<file path="src/rtl/rst_seq_pkg.sv">
// Shared definitions for the reset sequencer.
//   state_e   : FSM state encoding, also exported on state_o for debug
//   STATE_W   : width of the state field
//   cnt_width : width needed by the gap/hold counter so it can reach
//               max(stage_delay, sw_rst_hold) without wrapping
package rst_seq_pkg;

  localparam int STATE_W = 2;

  typedef enum logic [STATE_W-1:0] {
    S_ASSERT  = 2'd0,
    S_RELEASE = 2'd1,
    S_RUN     = 2'd2,
    S_SW_HOLD = 2'd3
  } state_e;

  function automatic int cnt_width(input int stage_delay, input int sw_rst_hold);
    int m;
    m = (stage_delay > sw_rst_hold) ? stage_delay : sw_rst_hold;
    return $clog2(m + 1);
  endfunction

endpackage

</file>
<file path="src/rtl/rst_seq_timer.sv">
// Clearable up-counter with terminal-count compare. Shared between the
// inter-stage release gap and the software reset hold time.
//   clk   : system clock
//   nrst  : synchronous active-low reset
//   clear : restart counting from zero on the next edge
//   limit : terminal count
//   done  : high while the count equals limit
module rst_seq_timer #(
  parameter int CNT_W = 5
) (
  input  logic             clk,
  input  logic             nrst,
  input  logic             clear,
  input  logic [CNT_W-1:0] limit,
  output logic             done
);

  logic [CNT_W-1:0] count;

  always_ff @(posedge clk) begin
    if (!nrst || clear) begin
      count <= '0;
    end else begin
      count <= count + CNT_W'(1);
    end
  end

  assign done = (count == limit);

endmodule

</file>
<file path="src/rtl/reset_sequencer.sv">
// Staged peripheral reset release with a software partial-reset handshake.
//   clk_i          : system clock
//   nrst_i         : synchronous active-low reset
//   sw_rst_req_i   : software reset request (level, held until ack)
//   stage_mask_i   : stages to reset, captured when the request is accepted
//   sw_rst_ack_o   : one-cycle pulse when a software reset (or null request) completes
//   stage_rst_o    : per-stage active-high reset
//   stage_nrst_o   : per-stage active-low reset
//   all_released_o : every stage out of reset and FSM in RUN
//   state_o        : current FSM state
//
// state     | meaning
// ----------+-----------------------------------------------------------
// S_ASSERT  | one cycle after reset, all stages held
// S_RELEASE | releasing stages in order, one every STAGE_DELAY cycles
// S_RUN     | all stages released, serving software requests
// S_SW_HOLD | masked stages held for SW_RST_HOLD cycles
module reset_sequencer
  import rst_seq_pkg::*;
#(
  parameter int NUM_STAGES  = 4,
  parameter int STAGE_DELAY = 16,
  parameter int SW_RST_HOLD = 8
) (
  input  logic                  clk_i,
  input  logic                  nrst_i,
  input  logic                  sw_rst_req_i,
  input  logic [NUM_STAGES-1:0] stage_mask_i,
  output logic                  sw_rst_ack_o,
  output logic [NUM_STAGES-1:0] stage_rst_o,
  output logic [NUM_STAGES-1:0] stage_nrst_o,
  output logic                  all_released_o,
  output logic [STATE_W-1:0]    state_o
);

  localparam int CNT_W = cnt_width(STAGE_DELAY, SW_RST_HOLD);
  localparam int IDX_W = (NUM_STAGES > 1) ? $clog2(NUM_STAGES) : 1;

  localparam logic [CNT_W-1:0] GAP_LIM  = CNT_W'(STAGE_DELAY - 1);
  localparam logic [CNT_W-1:0] HOLD_LIM = CNT_W'(SW_RST_HOLD - 1);
  localparam logic [IDX_W-1:0] LAST_IDX = IDX_W'(NUM_STAGES - 1);

  state_e                  state;
  logic [IDX_W-1:0]        idx;
  logic [NUM_STAGES-1:0]   mask_q;
  logic                    tmr_clear;
  logic                    tmr_done;
  logic [CNT_W-1:0]        tmr_limit;

  // Counter only runs in RELEASE and SW_HOLD; holding it cleared elsewhere
  // guarantees it starts from zero on every entry into a timed state.
  assign tmr_clear = (state == S_ASSERT) || (state == S_RUN) || tmr_done;
  assign tmr_limit = (state == S_SW_HOLD) ? HOLD_LIM : GAP_LIM;

  rst_seq_timer #(
    .CNT_W(CNT_W)
  ) u_timer (
    .clk   (clk_i),
    .nrst  (nrst_i),
    .clear (tmr_clear),
    .limit (tmr_limit),
    .done  (tmr_done)
  );

  always_ff @(posedge clk_i) begin
    if (!nrst_i) begin
      state          <= S_ASSERT;
      idx            <= '0;
      mask_q         <= '0;
      stage_rst_o    <= '1;
      stage_nrst_o   <= '0;
      sw_rst_ack_o   <= 1'b0;
      all_released_o <= 1'b0;
    end else begin
      sw_rst_ack_o <= 1'b0;
      unique case (state)
        S_ASSERT: begin
          idx   <= '0;
          state <= S_RELEASE;
        end
        S_RELEASE: begin
          if (tmr_done) begin
            stage_rst_o[idx]  <= 1'b0;
            stage_nrst_o[idx] <= 1'b1;
            if (idx == LAST_IDX) begin
              idx            <= '0;
              all_released_o <= 1'b1;
              state          <= S_RUN;
            end else begin
              idx <= idx + IDX_W'(1);
            end
          end
        end
        S_RUN: begin
          if (sw_rst_req_i) begin
            if (|stage_mask_i) begin
              mask_q         <= stage_mask_i;
              stage_rst_o    <= stage_rst_o | stage_mask_i;
              stage_nrst_o   <= stage_nrst_o & ~stage_mask_i;
              all_released_o <= 1'b0;
              state          <= S_SW_HOLD;
            end else begin
              // Null request: acknowledge without touching any stage.
              sw_rst_ack_o <= 1'b1;
            end
          end
        end
        S_SW_HOLD: begin
          if (tmr_done) begin
            stage_rst_o    <= stage_rst_o & ~mask_q;
            stage_nrst_o   <= stage_nrst_o | mask_q;
            sw_rst_ack_o   <= 1'b1;
            all_released_o <= 1'b1;
            state          <= S_RUN;
          end
        end
        default: state <= S_ASSERT;
      endcase
    end
  end

  assign state_o = state;

endmodule

</file>
<file path="config.mk">
export PLATFORM = sky130hd
export DESIGN_NAME = reset_sequencer
export DESIGN_NICKNAME = d
export VERILOG_FILES = /design/src/rtl/rst_seq_pkg.sv /design/src/rtl/rst_seq_timer.sv /design/src/rtl/reset_sequencer.sv
export SDC_FILE = /design/constraint.sdc
export NUM_CORES = 1
export LEC_CHECK = 0
export BUFFER_PORTS_ARGS = -buffer_cell sky130_fd_sc_hd__buf_2
export CAP_MARGIN = 20
export CORE_MARGIN = 2
export CORE_UTILIZATION = 41
export CTS_CLUSTER_SIZE = 16
export DETAILED_ROUTE_END_ITERATION = 6
export GPL_TIMING_DRIVEN = 0
export PLACE_DENSITY = 0.61
export SYNTH_ARGS = -nofsm -noshare
export SYNTH_HDL_FRONTEND = slang
export SYNTH_SLANG_ARGS = --single-unit
</file>
<file path="constraint.sdc">
create_clock -name clk_i -period 1.5 [get_ports clk_i]
set_input_delay 0.225 -clock clk_i [delete_from_list [all_inputs] [get_ports clk_i]]
set_output_delay 0.225 -clock clk_i [all_outputs]
set_load 0.03 [all_outputs]
</file>
======== Word-level counts from Yosys, hierarchy flattened ========
Cells that the tools add are included.
cells by class
  equal/unequal tests ..................... 10
  order comparisons ....................... 2
  mux-type cells .......................... 32
  $add $sub $neg .......................... 2
  bitwise gates (word level) .............. 9
  reduce and logical (&&, ||, !) cells .... 14
operators with widths
  operator             number
  $mux 4               9
  $pmux 4 s3           2
  $mux 2               7
  $and 4x4->4          3
  $not 4->4            3
  $or 4x4->4           3
  $reduce_and 5->1     2
  $mux 1               9
  $ne 2x2->1 const B   4
  $pmux 2 s4           1
  $eq 2x2->1 const B   3
  $reduce_and 6->1     1
  $add 5x1->5 const B  1
  $eq 5x4->1           1
  $pmux 2 s2           1
  $reduce_or 4->1      1
  $logic_or 1x1->1     3
  $lt 2x3->1 const B   1
  $pmux 1 s3           1
  $reduce_and 3->1     1
  $reduce_bool 3->1    1
  $add 2x1->2 const B  1
  $demux 1 s2          1
  $eq 2x1->1 const B   1
  8 further kinds      8
word-level totals
  bits in registers ....................... 23
  output and inout port bits .............. 12

======== Depth between registers and ports, before layout ========
Gate-level depths: netlist (run 1).
  depth in word-level cells ............... 8
  mapped depth ............................ 5
  gate-level depth less buffers ........... 5

======== Modules after synthesis ========
Synthesis (run 1) repeated with hierarchy kept, for this count alone.
second synthesis, totals
  cell total of the unflattened synthesis .. 123
  area total of the unflattened synthesis .. 1116.1 um^2
by module, submodules not included
  module           sequential area each (um^2)  instances  cells an instance  area an instance (um^2)
  reset_sequencer  360.3                        1          98                 884.6
  rst_seq_timer    100.1                        1          25                 231.5

======== Worst setup path after synthesis (run 1) ========
No wires, ideal clock.
  path kind ............................... reg-to-reg
  start point ............................. reg state[1], in the netlist state_o[1]
  end point ............................... reg stage_rst_o[0]
  arrival ................................. 1.286 ns
  setup time .............................. 0.117 ns
  stages on the path, launching flop included .. 5
  slack ................................... 0.097 ns
  cell sequence ........................... dfxtp_1 -> buf_6 -> xor2_1 -> nand3_1 -> o22a_1
between the ends
  word-level cells in the longest chain between the ends .. 5
  elaborated cells between the ends (all ways) .. 12
  classes of those cells .................. eq/ne (8); mux (2); reduce/logical (2)
RTL lines
  element                     RTL line                                      source
  start, declared             reset_sequencer.sv:43                         state_e state;
  start signal, assigned      reset_sequencer.sv:67                         state <= S_ASSERT;
  start signal, assigned      reset_sequencer.sv:79                         state <= S_RELEASE;
  start signal, assigned      reset_sequencer.sv:88                         state <= S_RUN;
  $eq 2x2->1                  reset_sequencer.sv:53, reset_sequencer.sv:76
  $mux 4                      reset_sequencer.sv:53                         assign tmr_limit = (state == S_SW_HOLD) ? HOLD_LIM : GAP_LIM;
  $eq 5x4->1                  rst_seq_timer.sv:28                           assign done = (count == limit);
  $ne 2x2->1 (no line)        -
  $reduce_and 5->1 (no line)  -
  end signal, assigned        reset_sequencer.sv:98                         stage_rst_o <= stage_rst_o | stage_mask_i;
  end signal, assigned        reset_sequencer.sv:110                        stage_rst_o <= stage_rst_o & ~mask_q;
  end, declared               reset_sequencer.sv:30                         output logic [NUM_STAGES-1:0] stage_rst_o,
Several ways; a longest one is shown, not always the timed one.
A chain may end at the register's enable or synchronous reset.

======== Worst setup path in the final report (run 1) ========
  start point ............................. reg idx[0]
  end point ............................... reg idx[1]
between the ends
  word-level cells in the longest chain between the ends .. 4
  elaborated cells between the ends (all ways) .. 5
  classes of those cells .................. add/sub (1); eq/ne (1); mux (3)
RTL lines
  element                                           RTL line                                      source
  start, declared                                   reset_sequencer.sv:44                         logic [IDX_W-1:0] idx;
  start signal, assigned                            reset_sequencer.sv:90                         idx <= idx + IDX_W'(1);
  $add 2x1->2 / $eq 2x2->1 (equally long branches)  reset_sequencer.sv:90, reset_sequencer.sv:85
  $mux 2 (*)                                        reset_sequencer.sv:85                         if (idx == LAST_IDX) begin
  $mux 2 (*)                                        reset_sequencer.sv:82                         if (tmr_done) begin
  $pmux 2 s2 (*)                                    reset_sequencer.sv:76                         unique case (state)
Mark *: on every way between the ends. The rest lies on a longest branch, timed or not. The select of a mux whose other input is x is not followed.

==> impl_metrics.tcl, run 1 <==
set metrics [dict create \
    status "finished, final reports clean" \
    cts_tree "built" \
    critical_path_class "reg2reg" \
    post_synth.cell_area_avg_um2 9.77 \
    ctsLongestPathBuffers 2 \
    cts.hold.buffers_added 0 \
    post_drt_via_cell_ratio 5.34 \
    share_of_cells_above_drive_strength_1_pct 24.1 \
    layout.nets 146 \
    rsz_0062_raised_after_global_routing "no" \
    layout.cells.most_common "sky130_fd_sc_hd__dfxtp_1" \
    number_of_distinct_library_cells_after_synthesis 33 \
    dieHeight_um 55.4 \
    timing.slew.headroom_pct 70.6 \
    synth.yosys.warnings 0 \
    drv_cap 0 \
    detailed_place_hpwl_um 1620 \
    hold_path.startpoint "stage_mask_i[1]" \
    via_count 871 \
    overflow 0 \
    power_per_cell_area_nw_per_um2 768 \
    number_of_global_route_vias_before_repair 780 \
    dp_cells 159 \
    finalWorstPathRequiredPeriod_ns 1.40 \
    hold_viol_final 0 \
    pin_count_of_the_biggest_net_entering_global_routing 14 \
    synthTopCellsByArea "sky130_fd_sc_hd__dfxtp_1, sky130_fd_sc_hd__ha_1, sky130_fd_sc_hd__nand3_1, sky130_fd_sc_hd__mux2i_1, sky130_fd_sc_hd__o21ai_0" \
    post-route-worst-setup-slack_ns 0.0976 \
    crit_path_start_kind "flop" \
    diodes 0 \
    path_max_fanout 6 \
    crit_slowest_cell "sky130_fd_sc_hd__dfxtp_1" \
    ant_nets 0 \
    num_io_pins 19 \
    drt-initial-drc-count 6 \
    drt_drc_violations_left 0 \
    initial_utilization_pct 43.4 \
    worstSkewPairLatency_ns 0.31 \
    worstPathRequired_ns 1.77 \
    critPathArrivalTime_ns 1.67 \
    reg2regPathDepth 5 \
    worstHoldEndpoint "mask_q[1]$_SDFFE_PN0P_" \
    final-setup-viol-count 0 \
    syn-num-nets 123 \
    worst_setup_path_end_kind "flop" \
    dr.pass1.iters 4 \
    peak_supply_drop_mv 0.777 \
    grt_antenna_before_repair 0 \
    netlist.area_leader.share_pct 42.4 \
    worst-r2r-setup-slack_ns 0.1 \
    floorplan.core_area_um2 2500 \
    place.gp.congestion 0.793 \
    seq_area_frac_synth_pct 42.4 \
    cts.reportedPaths.clkPinSlew_ns 0.13 \
    timing.rr.end "idx[1]$_SDFFE_PN0P_" \
    die_w_um 55.4 \
    power.static_leakage_uw 0.000548 \
    slew_violations 0 \
    global_router_s_overall_resource_usage_pct 14.4 \
    io_buffer_count 18 \
    preCtsSetupSlack_ns -0.0579 \
    hold_class "in2reg" \
    cts_root_buffer "sky130_fd_sc_hd__clkbuf_4" \
    synth_area_um2 1080 \
    max_slew.worst_pin.slew_ns 0.439 \
    area_delta_synth_final_pct 16.0 \
    floorplan.die_area_um2 3070 \
    cts-buffers-inserted 3 \
    worstReg2RegStart "idx[0]$_SDFFE_PN0P_" \
    min_delay_path_depth 3 \
    routedWlPerCell_um 13.5 \
    synth_seq_cells 23 \
    clock_skew_ns 0.00290 \
    delay_contributed_by_the_slowest_stage_of_the_critical_path_ns 0.45 \
    synth_cells 111 \
    cts.htree.levels 1 \
    first_pass_grt_wire_length_um 3590 \
    fillers 252 \
    clkSinkCount 23 \
    crit_path_cells "inv_1 > ha_1 > nand2_1 > or4_1 > nand3_1" \
    layout_common_cells "sky130_fd_sc_hd__dfxtp_1, sky130_fd_sc_hd__buf_2, sky130_fd_sc_hd__nand2_1, sky130_fd_sc_hd__nand3_1, sky130_fd_sc_hd__o21ai_0" \
    wirelength_um 2200 \
    final_clock_period_utilization_by_the_worst_path_pct 93.5 \
    post_layout_nonfiller_instances 163 \
    design_power_total_uw 967 \
    row_count 18 \
    max_clock_freq_mhz 713 \
    netlist.top_cell.by_area "sky130_fd_sc_hd__dfxtp_1" \
    cts_post_setup_buffers_inserted 0 \
]
-- per-stage QoR --
| stage | cell area [um^2] | hold WS, ns | TNS (ns) | util (%) |
|---|---|---|---|---|
| finish | 1260 | 0.281 | 0 | 50.4 |
| global route | 1260 | 0.295 | 0 | 50.4 |
| floorplan | 1080 | 0.399 | 0 | - |
| detailed placement | 1210 | 0.450 | -0.217 | 48.5 |
| global placement | 1210 | 0.431 | -0.104 | 48.5 |
| CTS | 1240 | 0.278 | 0 | 49.8 |
-- Yosys cell counts --
master / count
sky130_fd_sc_hd__nor3_1: 1
sky130_fd_sc_hd__nand2_1: 9
sky130_fd_sc_hd__nand4b_1: 4
sky130_fd_sc_hd__xor2_1: 2
sky130_fd_sc_hd__nand3b_1: 2
sky130_fd_sc_hd__nor4_4: 1
sky130_fd_sc_hd__dlymetal6s2s_1: 1
sky130_fd_sc_hd__ha_1: 5
sky130_fd_sc_hd__o31a_1: 1
sky130_fd_sc_hd__a21boi_0: 4
sky130_fd_sc_hd__nand3_1: 10
sky130_fd_sc_hd__dfxtp_1: 23
sky130_fd_sc_hd__o211a_1: 1
sky130_fd_sc_hd__inv_1: 5
sky130_fd_sc_hd__and4b_2: 1
sky130_fd_sc_hd__clkbuf_1: 1
sky130_fd_sc_hd__buf_2: 1
sky130_fd_sc_hd__and3_1: 1
sky130_fd_sc_hd__buf_4: 1
sky130_fd_sc_hd__xnor2_1: 2
sky130_fd_sc_hd__o22a_1: 4
sky130_fd_sc_hd__o21ai_0: 8
sky130_fd_sc_hd__o21a_1: 2
sky130_fd_sc_hd__a21oi_1: 1
sky130_fd_sc_hd__mux2i_1: 4
sky130_fd_sc_hd__nor2_1: 5
sky130_fd_sc_hd__buf_6: 2
sky130_fd_sc_hd__nor4b_1: 2
sky130_fd_sc_hd__nand4b_2: 1
sky130_fd_sc_hd__or4_1: 1
sky130_fd_sc_hd__o211ai_1: 2
sky130_fd_sc_hd__nand4_1: 2
sky130_fd_sc_hd__a32oi_1: 1
-- how the worst max path moves through the flow --
stage | from | depth (start not counted) | end | slack (ns)
after floorplan | state_o[1]$_SDFFE_PN0P_ | 4 | stage_rst_o[0]$_SDFFE_PN1P_ | 0.1
after global placement | u_timer.count[0]$_SDFF_PP0_ | 4 | stage_rst_o[0]$_SDFFE_PN1P_ | -0.03
after detailed placement | u_timer.count[0]$_SDFF_PP0_ | 4 | stage_rst_o[3]$_SDFFE_PN1P_ | -0.06
after CTS | u_timer.count[0]$_SDFF_PP0_ | 4 | state_o[0]$_SDFFE_PN0P_ | 0.006
after global routing | idx[0]$_SDFFE_PN0P_ | 5 | idx[1]$_SDFFE_PN0P_ | 0.003
final | idx[0]$_SDFFE_PN0P_ | 5 | idx[1]$_SDFFE_PN0P_ | 0.1
-- area by class of cell --
| class | count | area (um^2) | share of cell area (%) |
|---|---|---|---|
| Tap cell | 30 | 37.5 | 2.98 |
| Inverter | 5 | 18.8 | 1.49 |
| Buffer | 6 | 51.3 | 4.08 |
| Timing Repair Buffer | 18 | 90.1 | 7.16 |
| Clock buffer | 3 | 22.5 | 1.79 |
| Clock inverter | 1 | 5.00 | 0.398 |
| Multi-Input combinational cell | 77 | 572 | 45.4 |
| Sequential cell | 23 | 462 | 36.7 |
-- power breakdown --
part	internal [uW]	switching, uW
Combinational	23.1	35.9
Clock	99.7	189
Sequential	615	4.18
Total	738	229
-- sequential cells by signal, summed over array words and instances (netlist names) --
| name | count |
|---|---|
| u_timer.count | 5 |
| mask_q | 4 |
| stage_nrst_o | 4 |
| stage_rst_o | 4 |
| idx | 2 |
| state_o | 2 |
| all_released_o | 1 |
| sw_rst_ack_o | 1 |
-- worst max-delay path: cells and delay by family (launching register included) --
family	cells	cell delay, ns
buffers and inverters	1	0.09
adder cells (fa/ha/maj)	1	0.28
flip-flops	1	0.45
AND/OR/NAND/NOR	3	0.53
-- cell families after synthesis --
| kind of cell | share of synthesized area [%] |
|---|---|
| buffers and inverters | 6.46 |
| AOI/OAI and AO/OA | 15.5 |
| adders and majority gates | 5.77 |
| and+or+nand+nor | 23.0 |
| xor gates and xnor gates | 3.23 |
| DFF | 42.4 |
| muxes | 3.69 |
-- layer usage --
layer / track usage, % / up-vias / share of wire [%]
met3: 4.22 / 2 / 3.8
met1: 19.9 / 410 / 49
met2: 22.6 / 13 / 46
li1: - / 446 / -
met4: 2.09 / 0 / 0.68
met5: 0 / - / 0
-- what timing repair did --
item | in CTS | in global routing
endpoints found under the setup margin | 5 | 8
gates resized for setup | 1 | 3
cloned | 0 | 0
Power figures use the tool's default switching activity.
==> inputs of run 2 (changes only) <==
--- a/config.mk
+++ b/config.mk
@@ -8,11 +8,11 @@
 export BUFFER_PORTS_ARGS = -buffer_cell sky130_fd_sc_hd__buf_2
 export CAP_MARGIN = 20
 export CORE_MARGIN = 2
-export CORE_UTILIZATION = 41
+export CORE_UTILIZATION = 37
 export CTS_CLUSTER_SIZE = 16
 export DETAILED_ROUTE_END_ITERATION = 6
 export GPL_TIMING_DRIVEN = 0
-export PLACE_DENSITY = 0.61
+export PLACE_DENSITY = 0.56
 export SYNTH_ARGS = -nofsm -noshare
 export SYNTH_HDL_FRONTEND = slang
 export SYNTH_SLANG_ARGS = --single-unit
==> run 2 against run 1 <==
Critical path type unchanged. Combinational power is 1% lower. Sequential power hardly changed. Setup slack gained 0.011 ns. Clock power is essentially flat. Power rose by 0.29%. Maximum frequency increased by 0.82%. Die area grew 10%. Non-clock buffer count unchanged. Critical path depth down 1. Largest power group unchanged. Clock skew grew 0.0015 ns.
==> impl_metrics.tcl, run 2 (synthesis gave the netlist of run 1 again) <==
set metrics [dict create \
    status "finished, final reports clean" \
    cts.htree.levels 1 \
    diodes 0 \
    crit_path_start_kind "flop" \
    grt_antenna_before_repair 0 \
    first_pass_grt_wire_length_um 3790 \
    dpl_cell_area_um2 1210 \
    largest-register "u_timer.count" \
    row_count 19 \
    clockPowerShare_pct 30.2 \
    cts-buffers-inserted 3 \
    reg2regPathDepth 4 \
    dieHeight_um 58.1 \
    hold_viol_final 0 \
    drt-initial-drc-count 27 \
    power_per_cell_area_nw_per_um2 770 \
    final_design_area_no_fill_um2 1260 \
    worstSkewPairLatency_ns 0.32 \
    place.gp.congestion 0.725 \
    worst_setup_path_end_kind "flop" \
    worst-r2r-setup-slack_ns 0.11 \
    drv_cap 0 \
    worstReg2RegStart "u_timer.count[1]$_SDFF_PP0_" \
    power.switching_fraction_pct 23.5 \
    num_io_pins 19 \
    post_drt_via_cell_ratio 5.35 \
    final_util_pct 45.3 \
    ant_nets 0 \
    largest_reg_flops 5 \
    cts_tree "built" \
    io_buffer_count 18 \
    global_router_s_overall_resource_usage_pct 14.8 \
    routedWlPerCell_um 13.5 \
    finalWorstPathRequiredPeriod_ns 1.39 \
    rsz_0062_raised_after_global_routing "no" \
    cell_internal_pwr_uw 742 \
    total_switching_power_uw 228 \
    post-route-worst-setup-slack_ns 0.109 \
    hold_path.startpoint "stage_mask_i[0]" \
    floorplan.die_area_um2 3380 \
    clkSinkCount 23 \
    max_slew.worst_pin.slew_ns 0.453 \
    worst_setup_path_startpoint "u_timer.count[1]$_SDFF_PP0_" \
    dr.pass1.iters 4 \
    overflow 0 \
    via_count 878 \
    floorplan.core_area_um2 2780 \
    design_power_total_uw 970 \
    drt_drc_violations_left 0 \
    worstPathRequired_ns 1.77 \
    die_w_um 58.1 \
    peak_supply_drop_mv 0.452 \
    detailed_place_hpwl_um 1640 \
    final-setup-viol-count 0 \
    pin_count_of_the_biggest_net_entering_global_routing 13 \
    critPathArrivalTime_ns 1.66 \
    clock_skew_ns 0.00438 \
    layout_common_cells "sky130_fd_sc_hd__dfxtp_1, sky130_fd_sc_hd__buf_2, sky130_fd_sc_hd__nand2_1, sky130_fd_sc_hd__nand3_1, sky130_fd_sc_hd__o21ai_0" \
    slew_violations 0 \
    cts_root_buffer "sky130_fd_sc_hd__clkbuf_4" \
    final_clock_period_utilization_by_the_worst_path_pct 92.7 \
    area_delta_synth_final_pct 16.1 \
    wirelength_um 2220 \
    max_clock_freq_mhz 719 \
    pwr-share-seq_pct 63.9 \
    critical_path_class "reg2reg" \
    timing.slew.headroom_pct 69.8 \
    preCtsSetupSlack_ns -0.0722 \
    min_delay_path_depth 3 \
    power.combinational.fraction_pct 6.0 \
    ctsLongestPathBuffers 2 \
    path_max_fanout 5 \
    layout.cells.most_common "sky130_fd_sc_hd__dfxtp_1" \
    hold_class "in2reg" \
    share_of_cells_above_drive_strength_1_pct 24.1 \
    power.static_leakage_uw 0.000546 \
    initial_utilization_pct 39.0 \
    fillers 286 \
    number_of_global_route_vias_before_repair 826 \
    cts.reportedPaths.clkPinSlew_ns 0.13 \
    layout.nets 146 \
]
run 2: critical path, stage by stage (launching register included):
cell	delay (ns)
sky130_fd_sc_hd__dfxtp_1	0.39
sky130_fd_sc_hd__ha_4	0.18
sky130_fd_sc_hd__nand4b_2	0.19
sky130_fd_sc_hd__or4_1	0.50
sky130_fd_sc_hd__nand3_1	0.09
run 2: per-layer routing:
metal,up-vias,track usage (%),routed length (um)
met5,-,0,0
met4,0,5.98,26
met3,4,4.02,97
met2,18,24.0,1040
met1,408,18.6,1060
li1,448,-,-
run 2: final cells by class:
type	count	area, um^2	area share (%)
Buffer	6	51.3	4.07
Sequential cell	23	463	36.7
Clock buffer	4	26.3	2.09
Timing Repair Buffer	18	90.1	7.15
Multi-Input combinational cell	77	572	45.4
Tap cell	31	38.8	3.08
Inverter	5	18.8	1.49
run 2: power groups by stage:
stage | Combinational (uW) | Sequential [uW] | Clock [uW]
floorplan | 28.8 | 634 | 0
global placement | 56.9 | 631 | 0
detailed placement | 57.2 | 632 | 0
CTS | 57.7 | 618 | 300
global route | 65.0 | 621 | 329
finish | 58.2 | 619 | 292
run 2: metrics by stage:
stage | setup TNS [ns] | hold slack (ns) | instances
after floorplan | 0 | 0.399 | 111
after global placement | -0.178 | 0.430 | 160
after detailed placement | -0.283 | 0.439 | 160
after CTS | 0 | 0.275 | 164
after global routing | 0 | 0.280 | 164
final | 0 | 0.274 | 164
run 2: timing repair:
action                                  CTS  global route
buffers inserted                          0             0
cloned                                    0             0
endpoints found under the setup margin    7            10
hold buffers                              0             0
resized for setup                         1             4
pin swaps                                 0             0
run 2: final timing paths:
path,end
min reg2reg,u_timer.count[0]$_SDFF_PP0_
max reg2reg,idx[1]$_SDFFE_PN0P_
max,idx[1]$_SDFFE_PN0P_
min,mask_q[0]$_SDFFE_PN0P_
==> inputs of run 3 (changes only) <==
--- a/config.mk
+++ b/config.mk
@@ -5,6 +5,7 @@
 export SDC_FILE = /design/constraint.sdc
 export NUM_CORES = 1
 export LEC_CHECK = 0
+export ABC_AREA = 1
 export BUFFER_PORTS_ARGS = -buffer_cell sky130_fd_sc_hd__buf_2
 export CAP_MARGIN = 20
 export CORE_MARGIN = 2
@@ -12,7 +13,7 @@
 export CTS_CLUSTER_SIZE = 16
 export DETAILED_ROUTE_END_ITERATION = 6
 export GPL_TIMING_DRIVEN = 0
-export PLACE_DENSITY = 0.56
+export PLACE_DENSITY = 0.57
 export SYNTH_ARGS = -nofsm -noshare
 export SYNTH_HDL_FRONTEND = slang
 export SYNTH_SLANG_ARGS = --single-unit
==> constraint.sdc (replaced) <==
create_clock -name clk_i -period 1.16 [get_ports clk_i]
set_input_delay 0.174 -clock clk_i [delete_from_list [all_inputs] [get_ports clk_i]]
set_output_delay 0.174 -clock clk_i [all_outputs]
set_load 0.03 [all_outputs]
==> run 3 against run 2 <==
The run now ends with setup timing left. Die area up 9.6%. Hold slack worse by 0.13 ns. Count of clock-buffer cells in the layout unchanged. Global-route usage up 5.3 points. Combinational power up 94%. Wire length up 57%. Critical path depth up 4. Final cell count up 58%. Critical path type unchanged. Largest cell class unchanged. Largest power group unchanged.
==> impl_metrics.tcl, run 3 <==
set metrics [dict create \
    post_drt_via_cell_ratio 5.02 \
    slew_violations 0 \
    final_util_pct 56.8 \
    total_switching_power_uw 324 \
    dpl_cell_area_um2 1420 \
    area_delta_synth_final_pct 46.1 \
    pin_count_of_the_biggest_net_entering_global_routing 13 \
    layout.nets 228 \
    top_usage_layer "met2" \
    status "finished with violations" \
    count_of_flip_flops_with_a_built_in_enable_after_synthesis 0 \
    io_buffer_count 17 \
    power.static_leakage_uw 0.000784 \
    cell_internal_pwr_uw 970 \
    worstSkewPairLatency_ns 0.31 \
    cts.htree.levels 1 \
    overflow 0 \
    hold_class "in2reg" \
    place.gp.congestion 0.837 \
    reg2regPathDepth 8 \
    drt_drc_violations_left 0 \
    layout_common_cells "sky130_fd_sc_hd__nand2_1, sky130_fd_sc_hd__nand3_1, sky130_fd_sc_hd__nor2_1" \
    hold_viol_final 0 \
    clockPowerShare_pct 28.8 \
    largest-register "u_timer.count" \
    routedWlPerCell_um 13.4 \
    timing.slew.headroom_pct 67.2 \
    seq_area_frac_synth_pct 38.5 \
    netlist.top_cell.by_area "sky130_fd_sc_hd__dfxtp_1" \
    final-setup-viol-count 23 \
    floorplan.core_area_um2 3080 \
    clock_skew_ns 0.00730 \
    grt_antenna_before_repair 0 \
    dieHeight_um 60.9 \
    design_power_total_uw 1290 \
    synth_seq_cells 23 \
    clkSinkCount 23 \
    power_per_cell_area_nw_per_um2 739 \
    cts.hold.buffers_added 0 \
    synthArstFlopShare_pct 0 \
    post-route-worst-setup-slack_ns -0.158 \
    crit_path_start_kind "flop" \
    synth.yosys.warnings 0 \
    grtUsageMet3_pct 4.90 \
    path_max_fanout 8 \
    post_synth.cell_area_avg_um2 6.88 \
    share_of_cells_above_drive_strength_1_pct 37.2 \
    hold_path.startpoint "stage_mask_i[0]" \
    worst-r2r-setup-slack_ns -0.16 \
    diodes 0 \
    power.switching_fraction_pct 25.0 \
    final_design_area_no_fill_um2 1750 \
    power.combinational.fraction_pct 8.7 \
    number_of_distinct_library_cells_after_synthesis 21 \
    ant_nets 0 \
    yosys_most_used_dff "sky130_fd_sc_hd__dfxtp_1" \
    largest_reg_flops 5 \
    critPathArrivalTime_ns 1.56 \
    pwr-share-seq_pct 62.5 \
    worst_setup_path_end_kind "flop" \
    row_count 20 \
    max_slew.worst_pin.slew_ns 0.492 \
    synth_area_um2 1200 \
    failed_checks "setup timing" \
    drt-initial-drc-count 82 \
    via_count 1300 \
    globalRouteMet1Util_pct 27.1 \
    finalWorstPathRequiredPeriod_ns 1.32 \
    max_clock_freq_mhz 759 \
    synthTopCellsByArea "sky130_fd_sc_hd__dfxtp_1, sky130_fd_sc_hd__nand2_1, sky130_fd_sc_hd__nand3_1, sky130_fd_sc_hd__nor2_1, sky130_fd_sc_hd__ha_1" \
    final_clock_period_utilization_by_the_worst_path_pct 114 \
    globalRouteMet2Util_pct 32.1 \
    finalSetupTns_ns -1.88 \
    initial_utilization_pct 38.9 \
    cts_root_buffer "sky130_fd_sc_hd__clkbuf_4" \
    peak_supply_drop_mv 0.553 \
    detailed_place_hpwl_um 2220 \
    floorplan.die_area_um2 3710 \
    preCtsSetupSlack_ns -0.261 \
    layout.cells.most_common "sky130_fd_sc_hd__nand2_1" \
    cts-buffers-inserted 3 \
    cts.reportedPaths.clkPinSlew_ns 0.13 \
    global_router_s_overall_resource_usage_pct 20.1 \
    num_io_pins 19 \
    die_w_um 60.9 \
    ctsLongestPathBuffers 2 \
    rsz_0062_raised_after_global_routing "yes" \
    worstPathRequired_ns 1.41 \
    number_of_global_route_vias_before_repair 1195 \
    cts_tree "built" \
    drv_cap 0 \
    netlist.area_leader.share_pct 38.5 \
    worstHoldEndpoint "mask_q[0]$_SDFFE_PN0P_" \
    dr.pass1.iters 4 \
    critical_path_class "reg2reg" \
    first_pass_grt_wire_length_um 5550 \
    yosysMostFrequentCell "sky130_fd_sc_hd__nand2_1" \
    wirelength_um 3480 \
    synthTopCellsByCount "sky130_fd_sc_hd__nand2_1, sky130_fd_sc_hd__nand3_1, sky130_fd_sc_hd__dfxtp_1, sky130_fd_sc_hd__nor2_1" \
    syn-num-nets 186 \
    min_delay_path_depth 3 \
    synth_cells 174 \
    worstReg2RegStart "state_o[1]$_SDFFE_PN0P_" \
    timing.rr.end "stage_rst_o[2]$_SDFFE_PN1P_" \
]
==> run 3: worst max path at each step <==
stage                     depth (start not counted)                           end                        start  slack [ns]
after detailed placement                          7  stage_nrst_o[2]$_SDFFE_PN0P_  u_timer.count[0]$_SDFF_PP0_       -0.26
after global routing                              8   stage_rst_o[3]$_SDFFE_PN1P_      state_o[1]$_SDFFE_PN0P_       -0.22
after floorplan                                   7   stage_rst_o[0]$_SDFFE_PN1P_      state_o[1]$_SDFFE_PN0P_       -0.07
after CTS                                         7  stage_nrst_o[2]$_SDFFE_PN0P_  u_timer.count[1]$_SDFF_PP0_       -0.13
final                                             8   stage_rst_o[2]$_SDFFE_PN1P_      state_o[1]$_SDFFE_PN0P_       -0.16
after global placement                            3       sw_rst_ack_o$_SDFF_PN0_                       nrst_i       -0.23
==> run 3: logic make-up (layout without fill, tap and decap cells) <==
kind of cell | Yosys count | after routing | share of synthesized area (%)
buffers and inverters | 18 | 59 | 6.48
adder cells (fa/ha/maj) | 5 | 5 | 5.22
XOR/XNOR | 2 | 2 | 1.46
AO/OA/AOI/OAI | 22 | 22 | 9.19
flip-flops | 23 | 23 | 38.5
AND/OR/NAND/NOR | 104 | 104 | 39.2
==> run 3: metal layers <==
layer | vias up | part of all wire [%] | wire (um)
met3 | 7 | 5.1 | 178
met1 | 600 | 45 | 1570
li1 | 655 | - | -
met2 | 38 | 48 | 1660
met4 | 0 | 2.1 | 72
met5 | - | 0 | 0
==> run 3: what timing repair did <==
action,4_1_cts,5_1_grt
endpoints found under the setup margin,22,26
buffers inserted,13,5
pin swaps,12,7
gates cloned,2,0
gates resized for setup,22,24
==> run 3: area by class of cell <==
class | count | area (um^2)
buffer | 5 | 65.1
clock buffer | 4 | 26.3
fill | 304 | 1330
inverter | 13 | 52.6
multi-input combinational | 133 | 797
sequential | 23 | 474
tap | 44 | 55.1
timing repair buffer | 37 | 279
==> run 3: per-stage QoR <==
| step | std cells | hold WS (ns) |
|---|---|---|
| after CTS | 254 | 0.122 |
| after floorplan | 174 | 0.320 |
| after detailed placement | 235 | 0.438 |
| final | 259 | 0.143 |
| after global routing | 259 | 0.139 |
| after global placement | 235 | 0.430 |
==> run 3: worst max-delay path, stage by stage (launching register included) <==
cell and delay, ns:
sky130_fd_sc_hd__dfxtp_4 0.38, sky130_fd_sc_hd__buf_12 0.13, sky130_fd_sc_hd__clkinvlp_4 0.12, sky130_fd_sc_hd__nor2_4 0.19, sky130_fd_sc_hd__buf_6 0.16, sky130_fd_sc_hd__o21ai_2 0.06, sky130_fd_sc_hd__o21ai_1 0.09, sky130_fd_sc_hd__nand2_1 0.07
sky130_fd_sc_hd__nand3_1 0.06
==> run 3: power groups by stage <==
stage | clock network, uW | registers, uW | logic [uW]
2_1_floorplan | 0 | 827 | 56.8
3_3_place_gp | 0 | 824 | 93.2
3_5_place_dp | 0 | 825 | 96.0
4_1_cts | 390 | 809 | 106
5_1_grt | 420 | 810 | 124
6_report | 372 | 808 | 113
